<file path="src/rtl/mips_pkg.sv">
// Shared definitions for the pipeline memory arbiter.
// State encoding, default widths and the latency counter width.
package mips_pkg;

    localparam int ADDR_W_DEF = 32;
    localparam int DATA_W_DEF = 32;
    localparam int LAT_CNT_W  = 4;

    typedef enum logic [1:0] {
        IDLE   = 2'd0,
        BUSY_I = 2'd1,
        BUSY_D = 2'd2
    } arb_state_e;

endpackage

</file>
<file path="src/rtl/mem_lat_counter.sv">
// Loadable down-counter that tracks the fixed memory read latency.
// last_o flags the cycle in which the counter holds 1.
module mem_lat_counter
    import mips_pkg::*;
#(
    parameter int MEM_LAT = 2
) (
    input  logic clk_i,
    input  logic rst_ni,
    input  logic load_i,
    input  logic dec_i,
    output logic last_o
);

    if (MEM_LAT < 1 || MEM_LAT > 15) begin : g_lat_chk
        $error("mem_lat_counter: MEM_LAT must be in 1..15");
    end

    logic [LAT_CNT_W-1:0] cnt_q;
    logic [LAT_CNT_W-1:0] cnt_d;

    always_comb begin
        cnt_d = cnt_q;
        if (load_i) begin
            cnt_d = LAT_CNT_W'(MEM_LAT);
        end else if (dec_i && cnt_q != '0) begin
            cnt_d = cnt_q - LAT_CNT_W'(1);
        end
    end

    always_ff @(posedge clk_i) begin
        if (!rst_ni) begin
            cnt_q <= '0;
        end else begin
            cnt_q <= cnt_d;
        end
    end

    assign last_o = (cnt_q == LAT_CNT_W'(1));

endmodule

</file>
<file path="src/rtl/mem_port_arbiter.sv">
// Shares one single-port synchronous memory between fetch and memory stages.
// Data port has fixed priority; an acked port is masked for its ack cycle.
module mem_port_arbiter
    import mips_pkg::*;
#(
    parameter int ADDR_W  = ADDR_W_DEF,
    parameter int DATA_W  = DATA_W_DEF,
    parameter int MEM_LAT = 2
) (
    input  logic              clk,
    input  logic              rst,
    input  logic              if_req,
    input  logic [ADDR_W-1:0] if_addr,
    output logic [DATA_W-1:0] if_rdata,
    output logic              if_ack,
    input  logic              d_req,
    input  logic              d_we,
    input  logic [ADDR_W-1:0] d_addr,
    input  logic [DATA_W-1:0] d_wdata,
    output logic [DATA_W-1:0] d_rdata,
    output logic              d_ack,
    output logic              mem_en,
    output logic              mem_we,
    output logic [ADDR_W-1:0] mem_addr,
    output logic [DATA_W-1:0] mem_wdata,
    input  logic [DATA_W-1:0] mem_rdata,
    output logic              stall_if,
    output logic              stall_mem
);

    arb_state_e        state_q, state_d;
    logic              if_ack_q, if_ack_d;
    logic              d_ack_q, d_ack_d;
    logic              mem_en_q, mem_en_d;
    logic              mem_we_q, mem_we_d;
    logic [ADDR_W-1:0] mem_addr_q, mem_addr_d;
    logic [DATA_W-1:0] mem_wdata_q, mem_wdata_d;
    logic [DATA_W-1:0] if_rdata_q, if_rdata_d;
    logic [DATA_W-1:0] d_rdata_q, d_rdata_d;

    logic cnt_load;
    logic cnt_dec;
    logic cnt_last;
    logic i_elig;
    logic d_elig;
    logic done;

    assign d_elig = d_req & ~d_ack_q;
    assign i_elig = if_req & ~if_ack_q;

    // Latency is counted from the edge where the memory samples mem_en.
    assign cnt_dec = (state_q != IDLE) & ~mem_en_q;
    assign done    = cnt_dec & cnt_last;

    mem_lat_counter #(
        .MEM_LAT(MEM_LAT)
    ) u_lat (
        .clk_i (clk),
        .rst_ni(rst),
        .load_i(cnt_load),
        .dec_i (cnt_dec),
        .last_o(cnt_last)
    );

    always_comb begin
        state_d     = state_q;
        if_ack_d    = 1'b0;
        d_ack_d     = 1'b0;
        mem_en_d    = 1'b0;
        mem_we_d    = mem_we_q;
        mem_addr_d  = mem_addr_q;
        mem_wdata_d = mem_wdata_q;
        if_rdata_d  = if_rdata_q;
        d_rdata_d   = d_rdata_q;
        cnt_load    = 1'b0;
        unique case (state_q)
            IDLE: begin
                if (d_elig) begin
                    state_d     = BUSY_D;
                    mem_en_d    = 1'b1;
                    mem_we_d    = d_we;
                    mem_addr_d  = d_addr;
                    mem_wdata_d = d_wdata;
                    cnt_load    = 1'b1;
                end else if (i_elig) begin
                    state_d    = BUSY_I;
                    mem_en_d   = 1'b1;
                    mem_we_d   = 1'b0;
                    mem_addr_d = if_addr;
                    cnt_load   = 1'b1;
                end
            end
            BUSY_I: begin
                if (done) begin
                    state_d    = IDLE;
                    if_ack_d   = 1'b1;
                    if_rdata_d = mem_rdata;
                end
            end
            BUSY_D: begin
                if (done) begin
                    state_d = IDLE;
                    d_ack_d = 1'b1;
                    if (!mem_we_q) begin
                        d_rdata_d = mem_rdata;
                    end
                end
            end
            default: state_d = IDLE;
        endcase
    end

    always_ff @(posedge clk) begin
        if (!rst) begin
            state_q     <= IDLE;
            if_ack_q    <= 1'b0;
            d_ack_q     <= 1'b0;
            mem_en_q    <= 1'b0;
            mem_we_q    <= 1'b0;
            mem_addr_q  <= '0;
            mem_wdata_q <= '0;
            if_rdata_q  <= '0;
            d_rdata_q   <= '0;
        end else begin
            state_q     <= state_d;
            if_ack_q    <= if_ack_d;
            d_ack_q     <= d_ack_d;
            mem_en_q    <= mem_en_d;
            mem_we_q    <= mem_we_d;
            mem_addr_q  <= mem_addr_d;
            mem_wdata_q <= mem_wdata_d;
            if_rdata_q  <= if_rdata_d;
            d_rdata_q   <= d_rdata_d;
        end
    end

    assign if_ack    = if_ack_q;
    assign d_ack     = d_ack_q;
    assign if_rdata  = if_rdata_q;
    assign d_rdata   = d_rdata_q;
    assign mem_en    = mem_en_q;
    assign mem_we    = mem_we_q;
    assign mem_addr  = mem_addr_q;
    assign mem_wdata = mem_wdata_q;
    assign stall_if  = if_req & ~if_ack_q;
    assign stall_mem = d_req & ~d_ack_q;

endmodule
</file>
<file path="config.mk">
export PLATFORM = sky130hd
export DESIGN_NAME = mem_port_arbiter
export DESIGN_NICKNAME = d
export VERILOG_FILES = /design/src/rtl/mips_pkg.sv /design/src/rtl/mem_lat_counter.sv /design/src/rtl/mem_port_arbiter.sv
export SDC_FILE = /design/constraint.sdc
export NUM_CORES = 1
export LEC_CHECK = 0
export CAP_MARGIN = 10
export CORE_AREA = 2 2 158 98
export CTS_BUF_LIST = sky130_fd_sc_hd__clkbuf_4
export CTS_CLUSTER_SIZE = 12
export DETAILED_ROUTE_END_ITERATION = 10
export DIE_AREA = 0 0 160 100
export PLACE_DENSITY_LB_ADDON = 0.2
export SLEW_MARGIN = 15
export SYNTH_ARGS = -nofsm -noshare
export SYNTH_HDL_FRONTEND = slang
export SYNTH_SLANG_ARGS = --single-unit
</file>
<file path="constraint.sdc">
create_clock -name clk -period 2.75 [get_ports clk]
set_clock_uncertainty 0.15 [all_clocks]
set_input_delay 0.55 -clock clk [delete_from_list [all_inputs] [get_ports clk]]
set_output_delay 0.55 -clock clk [all_outputs]
set_load 0.005 [all_outputs]
</file>
==> impl_summary.md <==
Setup path
The critical path goes through clkdlybuf4s50_1, and2b_1, clkdlybuf4s50_1. For the worst setup path, the data arrival time is 1.72 ns. The critical path is of the in -> out type. STA classifies the critical path endpoint as an output pin. On the critical path, the stage with the largest delay is an instance of sky130_fd_sc_hd__clkdlybuf4s50_1. On the worst path, the slowest cell contributes a delay of 0.53 ns.

In this run the worst path has a maximum fanout of 4. STA classifies the critical path startpoint as an input port. The required time at the endpoint of the critical path is 2.05 ns. The most frequent cell on the critical path is sky130_fd_sc_hd__clkdlybuf4s50_1.

Die
Measured along the y axis, the die boundary spans 100 µm. The count of standard-cell rows is 35. In this run the standard cell core region covers 0.0148 mm².

For this configuration, the core starts out at a cell density of 0.375. The number of top-level pins is 267. The die covers 0.0160 mm². The floorplan step set the die width to 160 µm.

Route
Summed over all layers, the routed wires come to 16500 µm. The wire length per cell is 15.6 µm. After detailed routing, the number of remaining DRC violations is 0. The detailed-router iteration count before antenna repair is 5. The violation count after the first detailed-routing iteration is 249. The remaining number of nets flagged by the antenna check after routing is 0. Summing over every cut layer, the via total after detailed routing is 5091. After detailed routing, the number of vias per cell comes to 4.81.

Place
Detailed placement ended at an HPWL of 12000 µm. Before CTS, the worst setup slack after placement is 0.322 ns. The number of buffers added on ports is 266. The congestion estimate from routability-driven global placement came to 0.806.

STA
Setup violations remaining at the end of the flow were counted as 0. The worst pin sits at a relative slew slack of 0.626. Setup repair after global routing left no endpoint under its margin. The final critical-path required period is 2.42 ns. The post-route setup TNS is 0 ns. Of the available clock period, the critical path in the final layout requires 0.880. Once routing completed, OpenROAD measured the worst setup slack at 0.329 ns. The actual slew at the worst max-slew pin is 0.561 ns. The final max-slew violation count came to 0. Based on the critical path, the design can be clocked at up to 0.413 GHz. The hold violation total from the final report is 0.

Global routing
The largest net degree at the start of global routing is 49. The number of global-route vias before repair is 5080. The number of antenna violations at the first check in global routing is 0. The first global-routing pass estimated 26000 µm of wire.

For this run, the total global-route usage over all layers was measured as 0.203. The total grt overflow is 0.

Clock network
The clock insertion delay at the later pin of the skew report is 0.51 ns. After clock tree synthesis, the setup repair step added 0 buffers. Clock-pin slew was measured on the worst setup and hold paths at 0.11 ns. The clock net sink count is 138.

Buffers inserted to repair hold after CTS numbered 0. The clock tree synthesis step divided the H-tree into 4 levels. Buffers inserted during clock tree synthesis total 17. The number of gates resized after cts is 0. Clock tree synthesis selected as its root buffer the cell sky130_fd_sc_hd__clkbuf_4.

TritonCTS built the clock tree. Counting along the longest clock path gives a buffer depth of 2.

Synth
The synthesized instance count is 595. The main combinational cell family by area after synthesis is compound AO/OA/AOI/OAI gates. The synthesis-stage register bit count is 138. The Yosys step of the flow raised 0 warnings. The post-synthesis share of cell area spent on and, or, nand and nor gates is 0.171.

The async set-or-reset flop fraction in the synthesized netlist is 0. For this run, the leading register cell type out of synthesis is sky130_fd_sc_hd__dfxtp_1. The number of nets handed over by synthesis was 734. Dividing the synthesized area by the synthesized cell count gives 9.34 µm². Summed over all instances, the cell type with the most area after synthesis is sky130_fd_sc_hd__dfxtp_1. The area share of fa/ha/maj cells after synthesis is 0.0135. After synthesis, the cell types taking the most area are sky130_fd_sc_hd__dfxtp_1, sky130_fd_sc_hd__nand2_1, sky130_fd_sc_hd__mux2i_1, sky130_fd_sc_hd__a21boi_2, sky130_fd_sc_hd__o2bb2ai_1. The synthesized-area fraction occupied by ao, oa, aoi and oai cells was 0.195. Of the total synthesized cell area, the portion taken by XOR and XNOR cells is 0.00315. The mapped netlist covers 0.00556 mm². Yosys mapped the design onto 40 distinct sky130hd cell types. The number of enable-type register cells in the synthesized netlist is 0.

The proportion of synthesized area in mux cells is 0.0612. For this run, the register share of the synthesized area comes to 0.497. The proportion of netlist area held by the largest area contributor is 0.497.

Final layout
The final layout contains 982 nets. Compared with the post-synthesis result, the final layout area differs by 54.2%. The share of post-route cells with drive strength above 1 is 0.0912. The utilization after layout is 0.579. The number of antenna diodes in the final layout is 0. The count of fill cells added during filler insertion is 1313.

Power
The analysis attributes to cell leakage a power of 3.07 nW. The power per standard cell area is 515 mW/mm². The worst ir drop on vdd is 0.278 mV.

Job
Max-cap violations in this run came to 0.

Run status
The flow ran to the end, and the final reports show no timing, DRC or antenna violations.

Hold path
The worst min-delay path class is in -> reg.
==> state kept, by name, indices dropped and copies added, names as in the netlist <==
register,flops
mem_addr,32
mem_we,1
if_ack,1
d_rdata,32
if_rdata,32
mem_wdata,32
d_ack,1
state_q,2
u_lat.cnt_q,4
mem_en,1
==> area by class of cell <==
type                    instances  area, µm²  area share
clock inverters                12        150      0.0175
multi-input cells             401       2470       0.288
clock buffers                  19        143      0.0166
repair buffers                278       2760       0.322
well taps                     203        254      0.0296
flip-flops and latches        138       2760       0.322
inverters                       7       28.8     0.00336
==> report_power, final <==
part | switching [W] | total, W | internal, W
Sequential | 0.0000687 | 0.00219 | 0.00212
Combinational | 0.000338 | 0.000831 | 0.000492
Clock | 0.000747 | 0.00139 | 0.000644
==> routing by layer <==
layer | GRT usage | share of wire
met2 | 0.327 | 0.46
met5 | 0 | 0
met1 | 0.261 | 0.46
met3 | 0.0636 | 0.069
met4 | 0.0735 | 0.018
==> cell usage in the layout, fill, tap and decap left out, types with 11 or more instances in the layout <==
master                              n
sky130_fd_sc_hd__mux2i_1           34
sky130_fd_sc_hd__o21ai_0           33
sky130_fd_sc_hd__nand3_1           34
sky130_fd_sc_hd__a21boi_2          30
sky130_fd_sc_hd__nand2_1          167
sky130_fd_sc_hd__a21boi_0          23
sky130_fd_sc_hd__buf_4             12
sky130_fd_sc_hd__dfxtp_1          138
sky130_fd_sc_hd__o2bb2ai_1         32
sky130_fd_sc_hd__a21boi_1          11
sky130_fd_sc_hd__clkbuf_4          19
sky130_fd_sc_hd__clkdlybuf4s50_1  265
==> critical path, delay by kind of cell <==
kind / cells / cell delay [ns]
and+or+nand+nor: 1 / 0.20
buffers and inverters: 2 / 0.98
==> cells in the mapped netlist, types with 2 or more instances <==
library cell / number
sky130_fd_sc_hd__a21boi_0: 23
sky130_fd_sc_hd__a21boi_1: 11
sky130_fd_sc_hd__a21boi_2: 30
sky130_fd_sc_hd__and2_1: 3
sky130_fd_sc_hd__and3_1: 3
sky130_fd_sc_hd__buf_1: 2
sky130_fd_sc_hd__buf_12: 3
sky130_fd_sc_hd__buf_2: 17
sky130_fd_sc_hd__buf_4: 2
sky130_fd_sc_hd__buf_6: 5
sky130_fd_sc_hd__clkbuf_1: 18
sky130_fd_sc_hd__clkbuf_2: 2
sky130_fd_sc_hd__dfxtp_1: 138
sky130_fd_sc_hd__ha_1: 6
sky130_fd_sc_hd__inv_1: 6
sky130_fd_sc_hd__mux2i_1: 34
sky130_fd_sc_hd__nand2_1: 167
sky130_fd_sc_hd__nand3_1: 34
sky130_fd_sc_hd__nor2_1: 6
sky130_fd_sc_hd__o21ai_0: 33
sky130_fd_sc_hd__o2bb2ai_1: 32
sky130_fd_sc_hd__xnor2_1: 2
==> path summary, 6_finish.rpt <==
| path | depth (start not counted) | endpoint | slack (ns) | start |
|---|---|---|---|---|
| max | 3 | stall_if | 0.33 | if_req |
| min | 3 | d_ack$_SDFF_PN0_ | 0.21 | rst |
| max reg2reg | 7 | d_rdata[8]$_SDFFE_PN0P_ | 0.56 | state_q[0]$_SDFFE_PN0P_ |
| min reg2reg | 2 | mem_wdata[27]$_SDFFE_PN0P_ | 0.31 | mem_wdata[27]$_SDFFE_PN0P_ |
==> logic make-up (layout without fill, tap and decap cells) <==
| kind of cell | count (synthesis) | after routing |
|---|---|---|
| multiplexers | 34 | 34 |
| AO/OA/AOI/OAI | 135 | 135 |
| adder cells (fa/ha/maj) | 6 | 6 |
| XOR/XNOR | 2 | 2 |
| buffers and inverters | 56 | 316 |
| AND/OR/NAND/NOR | 224 | 224 |
| flip-flops | 138 | 138 |
==> metrics by stage <==
step	total power (W)	hold WS, ns	cells	instance area [µm²]
2_1_floorplan	0.00257	0.301	595	5560
3_3_place_gp	0.00304	0.291	1027	8280
3_5_place_dp	0.00307	0.295	1027	8280
4_1_cts	0.00445	0.159	1058	8570
5_1_grt	0.00462	0.171	1058	8570
6_report	0.00441	0.207	1058	8570
No activity file was read; power rests on OpenSTA's default activity.
